`src/rtl/ps2_host_tx_if.sv`:
```
// rtl/ps2_host_tx_if.sv - PS/2 host transmitter request/status and pad bundle.
// slave = transmitter side, master = requester/pad side.
interface ps2_host_tx_if;
  logic [7:0] tx_data;
  logic       tx_valid;
  logic       tx_ready;
  logic       tx_busy;
  logic       tx_done;
  logic       tx_error;
  logic       ps2_clk;
  logic       ps2_data;
  logic       ps2_clk_oe;
  logic       ps2_data_oe;

  modport slave (
    input  tx_data, tx_valid, ps2_clk, ps2_data,
    output tx_ready, tx_busy, tx_done, tx_error, ps2_clk_oe, ps2_data_oe
  );

  modport master (
    output tx_data, tx_valid, ps2_clk, ps2_data,
    input  tx_ready, tx_busy, tx_done, tx_error, ps2_clk_oe, ps2_data_oe
  );
endinterface

```
`src/rtl/ps2_host_tx.sv`:
```
// rtl/ps2_host_tx.sv - PS/2 host-to-device command byte transmitter (open-drain pad enables).
// Optional PS2_TX_RETRY_EN: NACK/timeout restarts from INHIBIT, up to 2 retries.
module ps2_host_tx #(
  parameter int INHIBIT_CYCLES = 10000,
  parameter int TIMEOUT_CYCLES = 2000000
) (
  input  logic         clk,
  input  logic         rst,
  ps2_host_tx_if.slave bus
);

  typedef enum logic [2:0] {
    S_IDLE,
    S_INHIBIT,
    S_REQ,
    S_SEND,
    S_ACK,
    S_WAIT_IDLE
  } state_t;

  localparam int INH_W = $clog2(INHIBIT_CYCLES + 1);
  localparam int WD_W  = $clog2(TIMEOUT_CYCLES + 1);
  localparam logic [INH_W-1:0] INH_LAST = INH_W'(INHIBIT_CYCLES - 1);
  localparam logic [WD_W-1:0]  WD_LAST  = WD_W'(TIMEOUT_CYCLES - 1);
  localparam logic [3:0]       IDX_STOP = 4'd9;

  state_t           state;
  state_t           next_state;
  logic [2:0]       clk_sync;
  logic [1:0]       data_sync;
  logic             ready_en;
  logic [7:0]       byte_q;
  logic             parity_q;
  logic [3:0]       idx;
  logic             data_oe_q;
  logic             nack_q;
  logic [INH_W-1:0] inh_cnt;
  logic [WD_W-1:0]  wdog;
  logic [9:0]       frame;

  logic fall;
  logic bus_idle;
  logic ready;
  logic accept;
  logic counting;
  logic timeout;
  logic finish_ok;
  logic can_retry;
  logic end_txn;

  assign fall      = clk_sync[2] & ~clk_sync[1];
  assign bus_idle  = clk_sync[1] & data_sync[1];
  assign ready     = (state == S_IDLE) && ready_en;
  assign accept    = bus.tx_valid && ready;
  assign frame     = {1'b1, parity_q, byte_q};
  assign counting  = (state == S_SEND) || (state == S_ACK) || (state == S_WAIT_IDLE);
  assign timeout   = counting && (wdog == WD_LAST);
  assign finish_ok = (state == S_WAIT_IDLE) && bus_idle && !timeout;
  assign end_txn   = (timeout || finish_ok) && !can_retry;

`ifdef PS2_TX_RETRY_EN
  logic [1:0] retry_cnt;
  logic       failed;

  assign failed    = timeout || (finish_ok && nack_q);
  assign can_retry = failed && (retry_cnt != 2'd2);

  always_ff @(posedge clk or negedge rst) begin
    if (!rst) begin
      retry_cnt <= 2'd0;
    end else if (accept) begin
      retry_cnt <= 2'd0;
    end else if (can_retry) begin
      retry_cnt <= retry_cnt + 2'd1;
    end
  end
`else
  assign can_retry = 1'b0;
`endif

  always_ff @(posedge clk or negedge rst) begin
    if (!rst) begin
      state <= S_IDLE;
    end else begin
      state <= next_state;
    end
  end

  always_ff @(posedge clk or negedge rst) begin
    if (!rst) begin
      clk_sync  <= 3'b111;
      data_sync <= 2'b11;
      ready_en  <= 1'b0;
      byte_q    <= 8'h00;
      parity_q  <= 1'b0;
      idx       <= 4'd0;
      data_oe_q <= 1'b0;
      nack_q    <= 1'b0;
      inh_cnt   <= '0;
      wdog      <= '0;
    end else begin
      clk_sync  <= {clk_sync[1:0], bus.ps2_clk};
      data_sync <= {data_sync[0], bus.ps2_data};
      ready_en  <= 1'b1;

      if (accept) begin
        byte_q   <= bus.tx_data;
        parity_q <= ~^bus.tx_data;
      end

      if (state != S_INHIBIT) begin
        inh_cnt <= '0;
      end else if (inh_cnt != INH_LAST) begin
        inh_cnt <= inh_cnt + 1'b1;
      end

      // Start bit stays driven until the device's first falling edge.
      if (state == S_REQ) begin
        idx       <= 4'd0;
        data_oe_q <= 1'b1;
      end else if (state == S_SEND && fall) begin
        data_oe_q <= ~frame[idx];
        if (idx != IDX_STOP) begin
          idx <= idx + 1'b1;
        end
      end

      if (state == S_ACK && fall) begin
        nack_q <= data_sync[1];
      end

      if (state == S_REQ || fall) begin
        wdog <= '0;
      end else if (counting && wdog != WD_LAST) begin
        wdog <= wdog + 1'b1;
      end
    end
  end

  always_comb begin
    next_state = state;
    case (state)
      S_IDLE:      if (accept) next_state = S_INHIBIT;
      S_INHIBIT:   if (inh_cnt == INH_LAST) next_state = S_REQ;
      S_REQ:       next_state = S_SEND;
      S_SEND:      if (fall && idx == IDX_STOP) next_state = S_ACK;
      S_ACK:       if (fall) next_state = S_WAIT_IDLE;
      S_WAIT_IDLE: next_state = S_WAIT_IDLE;
      default:     next_state = S_IDLE;
    endcase
    if (timeout || finish_ok) begin
      next_state = can_retry ? S_INHIBIT : S_IDLE;
    end
  end

  always_comb begin
    bus.ps2_clk_oe  = 1'b0;
    bus.ps2_data_oe = 1'b0;
    bus.tx_ready    = ready;
    bus.tx_busy     = (state != S_IDLE);
    bus.tx_done     = end_txn;
    bus.tx_error    = end_txn && (timeout || nack_q);
    case (state)
      S_INHIBIT: bus.ps2_clk_oe = 1'b1;
      S_REQ: begin
        bus.ps2_clk_oe  = 1'b1;
        bus.ps2_data_oe = 1'b1;
      end
      S_SEND:    bus.ps2_data_oe = data_oe_q;
      default: begin
        bus.ps2_clk_oe  = 1'b0;
        bus.ps2_data_oe = 1'b0;
      end
    endcase
  end

endmodule

```
`src/flat_wrapper.sv`:
```
// flat-port wrapper written by rule: the top's interface ports become plain ports
module ps2_host_tx_flat 
#(
  parameter int INHIBIT_CYCLES = 10000,
  parameter int TIMEOUT_CYCLES = 2000000
)
  (clk, rst, bus_tx_data, bus_tx_valid, bus_ps2_clk, bus_ps2_data, bus_tx_ready, bus_tx_busy, bus_tx_done, bus_tx_error, bus_ps2_clk_oe, bus_ps2_data_oe);
  ps2_host_tx_if bus_i ();
  input  logic clk;
  input  logic rst;
  input wire logic [$bits(bus_i.tx_data)-1:0] bus_tx_data;
  input wire logic [$bits(bus_i.tx_valid)-1:0] bus_tx_valid;
  input wire logic [$bits(bus_i.ps2_clk)-1:0] bus_ps2_clk;
  input wire logic [$bits(bus_i.ps2_data)-1:0] bus_ps2_data;
  output wire logic [$bits(bus_i.tx_ready)-1:0] bus_tx_ready;
  output wire logic [$bits(bus_i.tx_busy)-1:0] bus_tx_busy;
  output wire logic [$bits(bus_i.tx_done)-1:0] bus_tx_done;
  output wire logic [$bits(bus_i.tx_error)-1:0] bus_tx_error;
  output wire logic [$bits(bus_i.ps2_clk_oe)-1:0] bus_ps2_clk_oe;
  output wire logic [$bits(bus_i.ps2_data_oe)-1:0] bus_ps2_data_oe;
  assign bus_i.tx_data = bus_tx_data;
  assign bus_i.tx_valid = bus_tx_valid;
  assign bus_i.ps2_clk = bus_ps2_clk;
  assign bus_i.ps2_data = bus_ps2_data;
  assign bus_tx_ready = bus_i.tx_ready;
  assign bus_tx_busy = bus_i.tx_busy;
  assign bus_tx_done = bus_i.tx_done;
  assign bus_tx_error = bus_i.tx_error;
  assign bus_ps2_clk_oe = bus_i.ps2_clk_oe;
  assign bus_ps2_data_oe = bus_i.ps2_data_oe;
  ps2_host_tx #(.INHIBIT_CYCLES(INHIBIT_CYCLES), .TIMEOUT_CYCLES(TIMEOUT_CYCLES)) u_core (.clk(clk), .rst(rst), .bus(bus_i));
endmodule
```
`config.mk`:
```
export PLATFORM = sky130hd
export DESIGN_NAME = ps2_host_tx_flat
export DESIGN_NICKNAME = d
export VERILOG_FILES = /design/src/rtl/ps2_host_tx_if.sv /design/src/rtl/ps2_host_tx.sv /design/src/flat_wrapper.sv
export SDC_FILE = /design/constraint.sdc
export NUM_CORES = 1
export LEC_CHECK = 0
export ABC_AREA = 1
export CAP_MARGIN = 20
export CORE_MARGIN = 1.5
export CORE_UTILIZATION = 40
export CTS_BUF_LIST = sky130_fd_sc_hd__clkbuf_4 sky130_fd_sc_hd__clkbuf_8
export CTS_CLUSTER_DIAMETER = 50
export DETAILED_ROUTE_END_ITERATION = 10
export MAX_ROUTING_LAYER = met4
export PLACE_DENSITY = 0.65
export SLEW_MARGIN = 40
export SYNTH_ARGS = -nofsm -noshare
export SYNTH_HDL_FRONTEND = slang
export SYNTH_SLANG_ARGS = --single-unit
export TNS_END_PERCENT = 1
```
`constraint.sdc`:
```
create_clock -name clk -period 5.1 [get_ports clk]
set_input_delay 1.53 -clock clk [delete_from_list [all_inputs] [get_ports clk]]
set_output_delay 1.53 -clock clk [all_outputs]
set_load 0.1 [all_outputs]
```
# Word-level counts from Yosys, hierarchy flattened
# Index checks and enable logic that the tools add are counted.
# op_classes
n_lt_le_gt_ge,1
eq_ne,16
mux,19
add_sub_neg,3
reduce_logical,26
bitwise,4
# ops
cell,count
$mux 21,2
$mux 14,2
$add 21x1->21 const B,1
$eq 21x21->1 const B,1
$ne 21x21->1 const B,1
$pmux 3 s6,1
$mux 3,5
$add 14x1->14 const B,1
$eq 14x14->1 const B,1
$ne 14x14->1 const B,1
$mux 4,3
$ne 3x1->1 const B,4
$logic_and 1x1->1,10
$reduce_bool 2->1,4
$reduce_xnor 8->1,1
$eq 3x2->1 const B,2
$eq 3x3->1 const B,2
$logic_or 1x1->1,5
$lt 4x5->1 const B,1
$add 4x1->4 const B,1
$bmux 1 s4,1
$eq 4x4->1 const B,1
$mux 1,4
$ne 4x4->1 const B,1
other kinds (11),13
# word_totals
wordCells,80
inputBits,13
reg_bits,59

# Depth between registers and ports, before layout
# depth
word_depth,9
mapped_depth,11

# Worst setup path after synthesis
# OpenSTA, ideal clock, no wires.
# synth_path
path_kind,register to output
from,register u_core.state[1]
to,output bus_tx_error
t_arrival_ns,2.899
path_stages_with_launch,7
path_slack_ns,0.671
required_ns,3.570
n_path_buf,1
path_cell_list,dfrtp_1 -> buf_6 -> inv_2 -> nand2_1 -> nor2_1 -> nand3_1 -> o21ai_0
# synth_via
elab_chain_len,8
# synth_rtl
item,line_no,text
"start, declared",ps2_host_tx.sv:27,state_t state;
"start signal, assigned",ps2_host_tx.sv:85,state <= next_state;
$eq 3x2->1 / $eq 3x3->1 (equally long branches),ps2_host_tx.sv:56,assign counting = (state == S_SEND) || (state == S_ACK) || (state == S_WAIT_IDLE);
$logic_or 1x1->1 (2 in a row),ps2_host_tx.sv:56,
$logic_and 1x1->1,ps2_host_tx.sv:57,assign timeout = counting && (wdog == WD_LAST);
$logic_not 1->1,ps2_host_tx.sv:58,assign finish_ok = (state == S_WAIT_IDLE) && bus_idle && !timeout;
$logic_and 1x1->1,ps2_host_tx.sv:58,
$logic_or 1x1->1,ps2_host_tx.sv:59,assign end_txn = (timeout || finish_ok) && !can_retry;
$logic_and 1x1->1 (*),ps2_host_tx.sv:162,bus.tx_error = end_txn && (timeout || nack_q);
"end, declared",flat_wrapper.sv:18,output wire logic [$bits(bus_i.tx_error)-1:0] bus_tx_error;
# Every way passes the cells marked *; elsewhere a longest branch is shown, timed or not.

# Worst setup path in the final report
# layout_path
from,register u_core.wdog[0]
to,output bus_tx_error
# layout_via
elab_chain_len,6
# layout_rtl
item,line_no,text
"start, declared",ps2_host_tx.sv:38,logic [WD_W-1:0] wdog;
"start signal, assigned",ps2_host_tx.sv:135,wdog <= wdog + 1'b1;
$eq 21x21->1 (*),ps2_host_tx.sv:57,
$logic_and 1x1->1 (*),ps2_host_tx.sv:57,
$logic_not 1->1,ps2_host_tx.sv:58,
$logic_and 1x1->1,ps2_host_tx.sv:58,
$logic_or 1x1->1,ps2_host_tx.sv:59,
$logic_and 1x1->1 (*),ps2_host_tx.sv:162,
# Marks and branches as above.

==> flow_summary.toml <==
[synth]
ys_types = 36
synth.most_common_cell = "nand2_1"
ys.flop_type = "dfrtp_1"
yosys.area.top_type = "dfrtp_1"
netlist_instances = 481
synth_compound_area_frac = 0.06932
synth_top_area_share = 0.3879
synth_top_family_by_area = "simple AND/OR/NAND/NOR gates"
syn_area_per_cell_um2 = 7.242
synth_edf_count = 0
synthSimpleGateAreaFrac = 0.3585
synth_common_cells = "149 x nand2_1, 58 x nor2_1, 54 x dfrtp_1, 51 x nand3_1, 49 x inv_1"
netlist_top_cells_area = "dfrtp_1 39%, nand2_1 16%, nand3_1 7.3%"
synthXorXnorAreaFrac = 0.05029
ys_seq_area_frac = 0.4256
ys_async_sr_fraction = 1.000
synthAdderAreaFrac = 0.01437
yosys-mux-area-fraction = 0
synth.cell_area_um2 = 3483
yosys_warnings = 0
ys_seq_elements = 59
synth_fp_nets = 498

[grt]
grt-ovfl-total = 0
grt_max_degree = 31
antenna_found_initial = 0
grtUsageTotal = 0.1839
grt_pass1_vias = 2908
grt_pass1_wl_um = 12700

[drt]
first_pass_iters = 5
detail_route.iter0.violations = 91
avgViaCountPerCell = 4.884
ant_nets = 0
num_vias = 2999
route.detailed.wl_per_inst_um = 11.93
drc_errors = 0
drt-total-wl_um = 7323

[sta]
timing.fmax_mhz = 282.3
rsz0062_at_grt = "no"
hold_viol = 0
tightest_slew_ns = 0.6566
slew_violations = 0
fin_crit_ns = 3.542
setup_tns_ns = 0
period_share = 0.6946
clock_skew_ns = 0.01051
slew_headroom = 0.5622
finalSetupViolCount = 0

[clock_network]
worstSkewPairLatency_ns = 0.34
cts_tree = "done"
cts.clk_slew.worst_paths_ns = 0.07
h-tree-depth = 3
cts_sinks = 59
clock_path_buffers = 2
post_cts_resized = 0
post_cts_buffers = 0
cts_root_buffer = "clkbuf_8"
numCtsBuffers = 9
cts_hold_buf = 0

[finish]
drive_gt1_frac = 0.09627
final_cells = 614
antenna_cells = 0
syn_to_final_growth_pct = 12.46
finalInstanceArea_um2 = 3918
nNetsFinal = 521
fillCellCount = 823

[run]
maxCapViolations = 0

[worst_setup_path]
startpoint_type = "flip-flop"
arrival_ns = 2.01
cp_top_family = "simple AND/OR/NAND/NOR gates"
crit_chain = "ha_1, nand3_4, nor2_4, nand4_1, o21ai_0, buf_4"
crit_type = "reg -> out"
r2r_start = "u_core.wdog[0]$_DFFE_PN0P_"
required_ns = 3.57
critical_path_buf_inv_count = 1
cp_max_fo = 7
ff2ff_setup_slack_ns = 3.30
end_kind = "output port"
rr_worst_depth = 8
cp_slowest_cell = "dfrtp_1"
rr_endpoint = "u_core.wdog[20]$_DFFE_PN0P_"
crit_path_max_incr_delay_ns = 0.44

[power_and_ir_drop]
power.density_nw_per_um2 = 440.8
vdd_drop_max_mv = 0.2077
p_total_w = 0.001727
leakagePower_nw = 1.832

[placed_design]
place_inst = 598
place.gp.congestion = 0.9566
placedInstanceArea_um2 = 3720
dp_hpwl_um = 5446
io_buffers = 18

[hold_path]
hp-class = "reg -> reg"
min_from = "u_core.clk_sync[0]$_DFF_PN1_"
holdPathEnd = "u_core.clk_sync[1]$_DFF_PN1_"
holdPathStages = 0

[floorplanning]
io_pins = 19
num_rows = 33
die_width_um = 96.32
die_h_um = 96.32
dieArea_um2 = 9278
coreArea_um2 = 8341
start_util = 0.4176

[outcome]
status = "complete, no violations"
worst max-delay path by stage:
stage | from | end | slack, ns | depth (start not counted)
floorplan | u_core.state[1]$_DFFE_PN0P_ | bus_tx_error | 0.67 | 6
global placement | u_core.state[1]$_DFFE_PN0P_ | bus_ps2_data_oe | 1.57 | 5
detailed placement | u_core.wdog[0]$_DFFE_PN0P_ | bus_tx_error | 1.92 | 6
CTS | u_core.wdog[0]$_DFFE_PN0P_ | bus_tx_error | 1.53 | 6
global route | u_core.wdog[0]$_DFFE_PN0P_ | bus_tx_error | 1.44 | 6
finish | u_core.wdog[0]$_DFFE_PN0P_ | bus_tx_error | 1.56 | 6
state kept, by name, indices dropped and copies added (netlist names):
name / flops
u_core.wdog: 21
u_core.inh_cnt: 14
u_core.byte_q: 8
u_core.idx: 4
u_core.clk_sync: 3
u_core.state: 3
u_core.data_sync: 2
u_core.data_oe_q: 1
u_core.nack_q: 1
u_core.parity_q: 1
u_core.ready_en: 1
worst register-to-register path: stages (launching register included):
cell      delay [ns]
dfrtp_1         0.44
ha_1            0.33
nand3_4         0.13
nor2_4          0.15
nand3_2         0.08
nand2_2         0.10
clkinv_1        0.25
nand4_1         0.15
nand2_1         0.06
cells by family after synthesis:
kind of cell | after synthesis
xor gates and xnor gates | 20
DFF | 59
other | 1
buffers and inverters | 64
and+or+nand+nor | 287
AOI/OAI and AO/OA | 46
adders and majority gates | 4
metrics by stage:
| step | worst slack (ns) | hold WS (ns) | util |
|---|---|---|---|
| 2_1_floorplan | 0.6705 | 0.3452 | - |
| 3_3_place_gp | 1.570 | 0.3456 | 0.4478 |
| 3_5_place_dp | 1.922 | 0.3468 | 0.4460 |
| 4_1_cts | 1.532 | 0.3580 | 0.4697 |
| 5_1_grt | 1.444 | 0.3673 | 0.4697 |
| 6_report | 1.558 | 0.3574 | 0.4697 |
layer usage:
layer,wire length (µm),vias up,GRT usage
li1,-,1575,-
met1,3444,1372,0.2148
met2,3505,40,0.3052
met3,229,12,0.04344
met4,144,0,0.07367
met5,0,-,-
report_power, final:
| group | switching, W | total, W | internal (W) |
|---|---|---|---|
| registers | 0.0000718 | 0.000622 | 0.000550 |
| logic | 0.000501 | 0.000678 | 0.000176 |
| clock network | 0.000185 | 0.000427 | 0.000242 |
| total | 0.000758 | 0.00173 | 0.000968 |
placed cells by master (no fill, tap or decap), types with 2 or more instances in the layout:
cell type,n
nand2_1,149
buf_2,4
nor2_2,4
buf_4,5
ha_1,4
nand2_4,2
dfstp_2,5
a21oi_1,11
nand2_2,2
xnor2_1,5
inv_1,49
inv_2,3
nor2_4,2
xor2_1,15
o21ai_1,6
a31oi_1,2
dfrtp_1,54
clkinv_2,4
clkbuf_8,10
nand3b_1,3
nand3_1,51
o21ai_0,24
nand4_1,10
nor3_1,3
clkdlybuf4s50_1,11
nor2_1,58
layout make-up:
cell class / instances / area (µm²) / share of cell area
Clock buffer: 11 / 145.1 / 0.03705
Clock inverter: 5 / 52.55 / 0.01341
Inverter: 56 / 219.0 / 0.05589
Multi-Input combinational cell: 358 / 1719 / 0.4388
Sequential cell: 59 / 1483 / 0.3785
Tap cell: 105 / 131.4 / 0.03354
Timing Repair Buffer: 20 / 167.7 / 0.04280
(Power assumes the default switching activity.)
